## config.mk

```make
export PLATFORM = sky130hd
export DESIGN_NAME = ex_operand_stage_flat
export DESIGN_NICKNAME = d
export VERILOG_FILES = /design/src/rtl/ex_operand_stage_pkg.sv /design/src/rtl/ex_operand_stage_if.sv /design/src/rtl/ex_operand_stage_fwd_select.sv /design/src/rtl/ex_operand_stage.sv /design/src/flat_wrapper.sv
export SDC_FILE = /design/constraint.sdc
export NUM_CORES = 1
export LEC_CHECK = 0
export CELL_PAD_IN_SITES_DETAIL_PLACEMENT = 2
export CELL_PAD_IN_SITES_GLOBAL_PLACEMENT = 2
export CORE_UTILIZATION = 21
export DETAILED_ROUTE_END_ITERATION = 8
export PLACE_DENSITY = 0.89
export SLEW_MARGIN = 20
export SYNTH_ARGS = -nofsm -noshare
export SYNTH_HDL_FRONTEND = slang
export SYNTH_SLANG_ARGS = --single-unit
```

## constraint.sdc

```tcl
create_clock -name clock -period 1.7 [get_ports clock]
set_input_delay 0.51 -clock clock [delete_from_list [all_inputs] [get_ports clock]]
set_output_delay 0.51 -clock clock [all_outputs]
set_load 0.1 [all_outputs]
```

## src/rtl/ex_operand_stage_pkg.sv

```systemverilog
// ex_operand_stage_pkg
//   Shared definitions for the ID/EX operand stage: ALU opcode encodings,
//   register-number width and the hard-wired zero register.
//   Ports: none (package).
//   Build option: EX_OPERAND_FWD_EN (see ex_operand_stage.sv).
package ex_operand_stage_pkg;

  localparam int REG_NUM_W = 5;
  localparam int ALU_OP_W  = 3;

  // Register 0 always reads as zero, so it is never a forwarding target.
  localparam logic [REG_NUM_W-1:0] ZERO_REG = '0;

  // Codes 000/001 are unassigned and pass through the stage untouched.
  typedef enum logic [ALU_OP_W-1:0] {
    ALU_ADD = 3'b010,
    ALU_SUB = 3'b011,
    ALU_AND = 3'b100,
    ALU_OR  = 3'b101,
    ALU_NOR = 3'b110,
    ALU_XOR = 3'b111
  } alu_op_e;

endpackage

```

## src/rtl/ex_operand_stage_if.sv

```systemverilog
// ex_operand_stage_if
//   Bundles the decode-side input bus, the forwarding buses, flush and the
//   ALU-side output bus of the ID/EX operand stage.
//   Modports:
//     slave  - the operand stage itself (consumes in_*/fwd_*/flush/out_ready,
//              drives in_ready and out_*).
//     master - the surrounding pipeline / driver (the opposite directions).
//   Parameter: DATA_W - operand and forwarded-result width.
interface ex_operand_stage_if
  import ex_operand_stage_pkg::*;
#(
  parameter int DATA_W = 32
) ();

  // Decode side
  logic                 in_valid;
  logic                 in_ready;
  logic [ALU_OP_W-1:0]  in_alu_op;
  logic [REG_NUM_W-1:0] in_rs_num;
  logic [DATA_W-1:0]    in_rs_data;
  logic [REG_NUM_W-1:0] in_rt_num;
  logic [DATA_W-1:0]    in_rt_data;
  logic [15:0]          in_imm16;
  logic                 in_use_imm;
  logic                 in_imm_zext;
  logic [REG_NUM_W-1:0] in_rd_num;

  // Forwarding sources
  logic                 fwd_exmem_valid;
  logic [REG_NUM_W-1:0] fwd_exmem_num;
  logic [DATA_W-1:0]    fwd_exmem_data;
  logic                 fwd_memwb_valid;
  logic [REG_NUM_W-1:0] fwd_memwb_num;
  logic [DATA_W-1:0]    fwd_memwb_data;

  logic                 flush;

  // ALU side
  logic                 out_valid;
  logic                 out_ready;
  logic [ALU_OP_W-1:0]  out_alu_op;
  logic [DATA_W-1:0]    out_a;
  logic [DATA_W-1:0]    out_b;
  logic [DATA_W-1:0]    out_store_data;
  logic [REG_NUM_W-1:0] out_rd_num;

  modport slave (
    input  in_valid, in_alu_op, in_rs_num, in_rs_data, in_rt_num, in_rt_data,
           in_imm16, in_use_imm, in_imm_zext, in_rd_num,
           fwd_exmem_valid, fwd_exmem_num, fwd_exmem_data,
           fwd_memwb_valid, fwd_memwb_num, fwd_memwb_data,
           flush, out_ready,
    output in_ready, out_valid, out_alu_op, out_a, out_b, out_store_data,
           out_rd_num
  );

  modport master (
    output in_valid, in_alu_op, in_rs_num, in_rs_data, in_rt_num, in_rt_data,
           in_imm16, in_use_imm, in_imm_zext, in_rd_num,
           fwd_exmem_valid, fwd_exmem_num, fwd_exmem_data,
           fwd_memwb_valid, fwd_memwb_num, fwd_memwb_data,
           flush, out_ready,
    input  in_ready, out_valid, out_alu_op, out_a, out_b, out_store_data,
           out_rd_num
  );

endinterface

```

## src/rtl/ex_operand_stage_fwd_select.sv

```systemverilog
// ex_operand_stage_fwd_select
//   Priority forwarding mux for one source operand. EX/MEM (the younger
//   result) wins over MEM/WB; register 0 is never forwarded.
//   Ports:
//     num_i          source register number
//     rf_data_i      register-file value for num_i
//     exmem_*_i      EX/MEM forwarding source (valid, dest number, data)
//     memwb_*_i      MEM/WB forwarding source (valid, dest number, data)
//     data_o         resolved operand value (combinational)
module ex_operand_stage_fwd_select
  import ex_operand_stage_pkg::*;
#(
  parameter int DATA_W = 32
) (
  input  logic [REG_NUM_W-1:0] num_i,
  input  logic [DATA_W-1:0]    rf_data_i,
  input  logic                 exmem_valid_i,
  input  logic [REG_NUM_W-1:0] exmem_num_i,
  input  logic [DATA_W-1:0]    exmem_data_i,
  input  logic                 memwb_valid_i,
  input  logic [REG_NUM_W-1:0] memwb_num_i,
  input  logic [DATA_W-1:0]    memwb_data_i,
  output logic [DATA_W-1:0]    data_o
);

  logic not_zero;
  logic hit_exmem;
  logic hit_memwb;

  assign not_zero  = (num_i != ZERO_REG);
  assign hit_exmem = exmem_valid_i && (exmem_num_i == num_i) && not_zero;
  assign hit_memwb = memwb_valid_i && (memwb_num_i == num_i) && not_zero;

  always_comb begin
    data_o = rf_data_i;
    if (hit_exmem) begin
      data_o = exmem_data_i;
    end else if (hit_memwb) begin
      data_o = memwb_data_i;
    end
  end

endmodule

```

## src/rtl/ex_operand_stage.sv

```systemverilog
// ex_operand_stage
//   ID/EX pipeline register feeding the ALU. Captures a decoded instruction,
//   resolves RAW hazards by forwarding from EX/MEM and MEM/WB, extends the
//   immediate and selects the B operand. Single-entry register with
//   valid/ready handshakes on both sides; flush drops held and incoming work.
//   Ports:
//     clock    rising-edge clock
//     reset_n  asynchronous active-low reset (clears all outputs)
//     bus      ex_operand_stage_if.slave: in_* decode bus, fwd_* buses,
//              flush, out_* ALU bus
//   Build option:
//     EX_OPERAND_FWD_EN defined   - operands forwarded from EX/MEM, MEM/WB
//     EX_OPERAND_FWD_EN undefined - fwd_* ignored; operands come straight
//                                   from the register file (external
//                                   interlock assumed)
module ex_operand_stage
  import ex_operand_stage_pkg::*;
#(
  parameter int DATA_W = 32
) (
  input  logic               clock,
  input  logic               reset_n,
  ex_operand_stage_if.slave  bus
);

`ifdef EX_OPERAND_FWD_EN
  localparam logic FWD_EN = 1'b1;
`else
  localparam logic FWD_EN = 1'b0;
`endif

  function automatic logic [DATA_W-1:0] ext_imm(input logic [15:0] imm,
                                                input logic        zext);
    if (zext) begin
      ext_imm = {{(DATA_W-16){1'b0}}, imm};
    end else begin
      ext_imm = {{(DATA_W-16){imm[15]}}, imm};
    end
  endfunction

  logic                 valid_q;
  logic [ALU_OP_W-1:0]  alu_op_q;
  logic [DATA_W-1:0]    a_q, a_d;
  logic [DATA_W-1:0]    b_q, b_d;
  logic [DATA_W-1:0]    store_q;
  logic [REG_NUM_W-1:0] rd_q;

  logic                 load;
  logic                 exmem_valid;
  logic                 memwb_valid;
  logic [DATA_W-1:0]    rt_fwd;

  // With forwarding compiled out the sources can never hit, so the muxes
  // collapse to the register-file values.
  assign exmem_valid = bus.fwd_exmem_valid & FWD_EN;
  assign memwb_valid = bus.fwd_memwb_valid & FWD_EN;

  ex_operand_stage_fwd_select #(.DATA_W(DATA_W)) u_fwd_rs (
    .num_i         (bus.in_rs_num),
    .rf_data_i     (bus.in_rs_data),
    .exmem_valid_i (exmem_valid),
    .exmem_num_i   (bus.fwd_exmem_num),
    .exmem_data_i  (bus.fwd_exmem_data),
    .memwb_valid_i (memwb_valid),
    .memwb_num_i   (bus.fwd_memwb_num),
    .memwb_data_i  (bus.fwd_memwb_data),
    .data_o        (a_d)
  );

  ex_operand_stage_fwd_select #(.DATA_W(DATA_W)) u_fwd_rt (
    .num_i         (bus.in_rt_num),
    .rf_data_i     (bus.in_rt_data),
    .exmem_valid_i (exmem_valid),
    .exmem_num_i   (bus.fwd_exmem_num),
    .exmem_data_i  (bus.fwd_exmem_data),
    .memwb_valid_i (memwb_valid),
    .memwb_num_i   (bus.fwd_memwb_num),
    .memwb_data_i  (bus.fwd_memwb_data),
    .data_o        (rt_fwd)
  );

  assign b_d = bus.in_use_imm ? ext_imm(bus.in_imm16, bus.in_imm_zext) : rt_fwd;

  // Accept when empty or when the held entry leaves this same cycle.
  assign bus.in_ready = ~valid_q | bus.out_ready;
  assign load         = bus.in_valid & bus.in_ready & ~bus.flush;

  // ---- ID/EX register boundary ----
  // Flush beats a simultaneous load. Held operands are frozen, not
  // re-forwarded while stalled.
  always_ff @(posedge clock or negedge reset_n) begin
    if (!reset_n) begin
      valid_q  <= 1'b0;
      alu_op_q <= '0;
      a_q      <= '0;
      b_q      <= '0;
      store_q  <= '0;
      rd_q     <= '0;
    end else begin
      if (bus.flush) begin
        valid_q <= 1'b0;
      end else if (load) begin
        valid_q <= 1'b1;
      end else if (bus.out_ready) begin
        valid_q <= 1'b0;
      end
      if (load) begin
        alu_op_q <= bus.in_alu_op;
        a_q      <= a_d;
        b_q      <= b_d;
        store_q  <= rt_fwd;
        rd_q     <= bus.in_rd_num;
      end
    end
  end

  assign bus.out_valid      = valid_q;
  assign bus.out_alu_op     = alu_op_q;
  assign bus.out_a          = a_q;
  assign bus.out_b          = b_q;
  assign bus.out_store_data = store_q;
  assign bus.out_rd_num     = rd_q;

endmodule

```

## src/flat_wrapper.sv

```systemverilog
// flat-port wrapper written by rule: the top's interface ports become plain ports
module ex_operand_stage_flat import ex_operand_stage_pkg::*;
#(
  parameter int DATA_W = 32
)
  (clock, reset_n, bus_in_valid, bus_in_alu_op, bus_in_rs_num, bus_in_rs_data, bus_in_rt_num, bus_in_rt_data, bus_in_imm16, bus_in_use_imm, bus_in_imm_zext, bus_in_rd_num, bus_fwd_exmem_valid, bus_fwd_exmem_num, bus_fwd_exmem_data, bus_fwd_memwb_valid, bus_fwd_memwb_num, bus_fwd_memwb_data, bus_flush, bus_out_ready, bus_in_ready, bus_out_valid, bus_out_alu_op, bus_out_a, bus_out_b, bus_out_store_data, bus_out_rd_num);
  ex_operand_stage_if #(.DATA_W(DATA_W)) bus_i ();
  input  logic clock;
  input  logic reset_n;
  input wire logic [$bits(bus_i.in_valid)-1:0] bus_in_valid;
  input wire logic [$bits(bus_i.in_alu_op)-1:0] bus_in_alu_op;
  input wire logic [$bits(bus_i.in_rs_num)-1:0] bus_in_rs_num;
  input wire logic [$bits(bus_i.in_rs_data)-1:0] bus_in_rs_data;
  input wire logic [$bits(bus_i.in_rt_num)-1:0] bus_in_rt_num;
  input wire logic [$bits(bus_i.in_rt_data)-1:0] bus_in_rt_data;
  input wire logic [$bits(bus_i.in_imm16)-1:0] bus_in_imm16;
  input wire logic [$bits(bus_i.in_use_imm)-1:0] bus_in_use_imm;
  input wire logic [$bits(bus_i.in_imm_zext)-1:0] bus_in_imm_zext;
  input wire logic [$bits(bus_i.in_rd_num)-1:0] bus_in_rd_num;
  input wire logic [$bits(bus_i.fwd_exmem_valid)-1:0] bus_fwd_exmem_valid;
  input wire logic [$bits(bus_i.fwd_exmem_num)-1:0] bus_fwd_exmem_num;
  input wire logic [$bits(bus_i.fwd_exmem_data)-1:0] bus_fwd_exmem_data;
  input wire logic [$bits(bus_i.fwd_memwb_valid)-1:0] bus_fwd_memwb_valid;
  input wire logic [$bits(bus_i.fwd_memwb_num)-1:0] bus_fwd_memwb_num;
  input wire logic [$bits(bus_i.fwd_memwb_data)-1:0] bus_fwd_memwb_data;
  input wire logic [$bits(bus_i.flush)-1:0] bus_flush;
  input wire logic [$bits(bus_i.out_ready)-1:0] bus_out_ready;
  output wire logic [$bits(bus_i.in_ready)-1:0] bus_in_ready;
  output wire logic [$bits(bus_i.out_valid)-1:0] bus_out_valid;
  output wire logic [$bits(bus_i.out_alu_op)-1:0] bus_out_alu_op;
  output wire logic [$bits(bus_i.out_a)-1:0] bus_out_a;
  output wire logic [$bits(bus_i.out_b)-1:0] bus_out_b;
  output wire logic [$bits(bus_i.out_store_data)-1:0] bus_out_store_data;
  output wire logic [$bits(bus_i.out_rd_num)-1:0] bus_out_rd_num;
  assign bus_i.in_valid = bus_in_valid;
  assign bus_i.in_alu_op = bus_in_alu_op;
  assign bus_i.in_rs_num = bus_in_rs_num;
  assign bus_i.in_rs_data = bus_in_rs_data;
  assign bus_i.in_rt_num = bus_in_rt_num;
  assign bus_i.in_rt_data = bus_in_rt_data;
  assign bus_i.in_imm16 = bus_in_imm16;
  assign bus_i.in_use_imm = bus_in_use_imm;
  assign bus_i.in_imm_zext = bus_in_imm_zext;
  assign bus_i.in_rd_num = bus_in_rd_num;
  assign bus_i.fwd_exmem_valid = bus_fwd_exmem_valid;
  assign bus_i.fwd_exmem_num = bus_fwd_exmem_num;
  assign bus_i.fwd_exmem_data = bus_fwd_exmem_data;
  assign bus_i.fwd_memwb_valid = bus_fwd_memwb_valid;
  assign bus_i.fwd_memwb_num = bus_fwd_memwb_num;
  assign bus_i.fwd_memwb_data = bus_fwd_memwb_data;
  assign bus_i.flush = bus_flush;
  assign bus_i.out_ready = bus_out_ready;
  assign bus_in_ready = bus_i.in_ready;
  assign bus_out_valid = bus_i.out_valid;
  assign bus_out_alu_op = bus_i.out_alu_op;
  assign bus_out_a = bus_i.out_a;
  assign bus_out_b = bus_i.out_b;
  assign bus_out_store_data = bus_i.out_store_data;
  assign bus_out_rd_num = bus_i.out_rd_num;
  ex_operand_stage #(.DATA_W(DATA_W)) u_core (.clock(clock), .reset_n(reset_n), .bus(bus_i));
endmodule
```

======== Yosys cells after proc, flatten, opt, wreduce, memory -nomap -nowiden ========
Cells that the tools add are included.
storage, ports and cells
  bits in registers ....................... 105
operators by class
  muxes and demuxes ....................... 5
  reduce and logical (&&, ||, !) cells .... 1
  bitwise gates (word level) .............. 5
operator list
  cell                number
  2-to-1 mux 32 bit   2
  2-to-1 mux 1 bit    3
  nonzero test 3 bit  1
  AND 1 bit           2
  inverter 1 bit      2
  OR 1 bit            1

======== Logic depth before layout (Yosys ltp) ========
  word-level depth ........................ 6
  mapped depth ............................ 5

======== Modules after synthesis ========
Synthesis repeated with hierarchy kept, for this count alone.
second synthesis, totals
  cell total of the unflattened synthesis .. 676
  area total of the unflattened synthesis .. 6496.2 µm²
by module, submodules not included
  module                       cells each  area an instance (µm²)  instances  sequential area each (µm²)
  ex_operand_stage             280         4289.1                  1          2627.5
  ex_operand_stage_fwd_select  198         1103.6                  2          0.0

======== Worst setup path after synthesis ========
Ideal clock, no wire load.
  kind .................................... flip-flop to output port
  start point ............................. register u_core.valid_q, in the netlist u_core.bus.out_valid
  end point ............................... output port bus_in_ready
  cell stages (with the launch flop) ...... 3
  data arrival time ....................... 1658 ps
  path slack .............................. -468 ps
  buffers on the path ..................... 0
  cell sequence ........................... dfrtp_1 nor2b_2 inv_1
on the way
  cells in the longest elaborated chain, start to end .. 2
ends and longest elaborated chain
  item                    RTL line                 text
  start, declared         ex_operand_stage.sv:41   logic valid_q;
  start signal, assigned  ex_operand_stage.sv:93   valid_q <= 1'b0;
  start signal, assigned  ex_operand_stage.sv:101  valid_q <= 1'b0;
  start signal, assigned  ex_operand_stage.sv:103  valid_q <= 1'b1;
  inverter 1 bit          ex_operand_stage.sv:85   assign bus.in_ready = ~valid_q | bus.out_ready;
  OR 1 bit                ex_operand_stage.sv:85
  end, declared           flat_wrapper.sv:28       output wire logic [$bits(bus_i.in_ready)-1:0] bus_in_ready;
Every way passes these cells.

======== Final worst setup path ========
Ends and elaborated chain as after synthesis.

==> run metrics <==
outcome finished, violations left; failing checks negative setup slack; worst setup margin -148 ps; reg2reg start u_core.bus.out_valid$_DFFE_PN0P_; initial antenna violation count 0; Nets 691; Synth area leaders dfrtp_1 (61%), mux2_2 (22%), mux2_1 (9.5%), buf_6 (1.8%), o21ai_0 (1.8%); worst-path cell chain nor2b_4 > buf_6 > clkinvlp_4 > buf_12; Levels on crit path 4; 1st-iter DRT viols 64; Initial DRT Pass Iterations 4; sequential-to-total area share from yosys stat 61.3%; ANT cells 0; Yosys reg bits 105; CTS tree built; Clock transition at path regs 80 ps; Worst Skew 7.38 ps; critical path type reg -> out; critical path's largest stage delay 410 ps; starting density of the core 21.7%; prevailing post-synth register cell dfrtp_1; Die X 145 um; Peak Freq 541 MHz; Post-synth EDFFs 0; top-count cell post-synth dfrtp_1; GRT overflow 0; Worst Path Buf+Inv 3; Hold Crit Class in -> async; RSZ-0062 raised after global routing true; routability cong. 0.730; worst path arrival time 1340 ps; share of the synthesized area in the top cell type 61.3%; WP data required 1190 ps; GRT Util Overall 16.8%; largest delay contributor family on the critical path flip-flops; Post-route DRC 0; post-route ant nets 0; endpoints failing hold 0; input/output buffers 200; Sequential cell area 2630 sq um; fraction of layout cells with a size suffix above 1 54.8%; Synth-to-Final Area Change 108%; Clk Latency, worst-skew pair 350 ps; area of the multi-input gates 1870 sq um; synth cell count leaders dfrtp_1 (105), mux2_2 (84), mux2_1 (36); Critical Path Slowest Stage Cell dfrtp_4; Setup Viol. Count Final 96; CP Max Fanout 2; met1 GRT Util 18.2%; H-tree depth 3; Site Rows 51; clock sink count 105; routing usage on met3 5.63%; die area 21,000 sq um; Avg Inst Size Synth 15.4 sq um; Pleak 4.00 nW; core area 19,700 sq um; worst slew pin tran 315 ps; busiest grt layer met2; met2 Track Usage GR 30.9%; Detailed Place HPWL 11,700 um; Vias 3,228; DR WL/cell 22.1 um; CP Capture Type output pin; mapped cell area 4290 sq um; Post-Syn Nets 460; Top Ports 287; Worst Hold Slack 159 ps; Final Cycle Share 109%; Die Ht 145 um; Max-cap violations 0; reg2reg end u_core.bus.out_store_data[27]$_DFFE_PN0P_; Slew HR 79.0%; largest area contributor in the netlist dfrtp_1; worst r2r path cells 7; total negative slack -4030 ps; ys async rst share 100%; vias in the first global route 4,011; Yosys warnings 0; PD cells 1380 nW/um^2; total CTS buffers 9; Via density 4.14; fin crit period 1850 ps; CTS max path bufs 2; FILL cells 1,804; Util after Layout 45.1%; global-route wire length before repair 25,500 um; Slew Limit Fails 0; Worst VDD drop 0.519 mV; Power, Total 0.0123 W; root buffer cell clkbuf_16; CP Launch Type flop; R2R Setup Slk -110 ps; Yosys cell types 13; Routed WL 17,200 um; largest net degree at the start of global routing 54; post-synthesis cell count 279
[registers in the layout, summed over array words and instances (netlist names)]
name and flops:
u_core.bus.out_a 32, u_core.bus.out_alu_op 3, u_core.bus.out_b 32, u_core.bus.out_rd_num 5
u_core.bus.out_store_data 32, u_core.bus.out_valid 1
[logic make-up after synthesis]
group                  Yosys count  share of synthesized area, %
multiplexers                   120                          31.5
flip-flops                     105                          61.3
buffers and inverters           33                          4.29
AO/OA/AOI/OAI                   16                          1.87
AND/OR/NAND/NOR                  5                         0.993
[power by group]
group	total (W)	switching (W)	internal [W]	leakage (nW)
clock	0.00219	0.000991	0.00119	0.142
sequential	0.00348	0.000544	0.00294	1.25
combinational	0.00665	0.00399	0.00265	2.61
total	0.0123	0.00553	0.00678	4.00
[area by class of cell]
| type | instances | share of cell area [%] |
|---|---|---|
| Clock buffer | 11 | 2.73 |
| Clock inverter | 5 | 0.703 |
| Inverter | 17 | 0.759 |
| Multi-Input combinational cell | 141 | 21.0 |
| Sequential cell | 105 | 29.6 |
| Tap cell | 265 | 3.73 |
| Timing Repair Buffer | 236 | 41.5 |
[layout by cell type (no fill, tap or decap), types with 5 or more instances in the layout]
cell type	synthesis	final
inv_1	17	16
o21ai_0	15	15
buf_12	0	121
clkbuf_16	0	12
dfrtp_1	105	104
mux2_4	0	104
buf_8	0	5
buf_6	7	8
mux2_2	84	16
clkdlybuf4s50_1	0	90
[per-layer routing]
metal	wire length, um	up-vias	share of wire [%]
met5	0	-	0
met1	6270	1643	36
met3	1500	15	8.7
met2	9180	148	53
met4	258	0	1.5
li1	-	1422	-
[worst max path at each step]
stage	start	endpoint	slack, ps
after floorplan	u_core.bus.out_valid$_DFFE_PN0P_	bus_in_ready	-110
after global placement	bus_out_ready	u_core.bus.out_a[9]$_DFFE_PN0P_	-450
after detailed placement	bus_out_ready	u_core.bus.out_a[2]$_DFFE_PN0P_	-500
after CTS	u_core.bus.out_valid$_DFFE_PN0P_	bus_in_ready	-150
after global routing	u_core.bus.out_valid$_DFFE_PN0P_	bus_in_ready	-200
final	u_core.bus.out_valid$_DFFE_PN0P_	bus_in_ready	-150
[repair_timing]
action,CTS,global route
pin swaps,0,1
buffers inserted,16,0
gates resized for setup,81,29
endpoints found under the setup margin,100,105
cloned,6,3
hold buffers,0,0
[stage by stage]
step	cells	setup slack, ps	area [sq um]
2_1_floorplan	279	-109	4430
3_3_place_gp	748	-455	7960
3_5_place_dp	748	-496	7960
4_1_cts	786	-154	8890
5_1_grt	780	-198	8900
6_report	780	-148	8900
(Power assumes the default switching activity.)
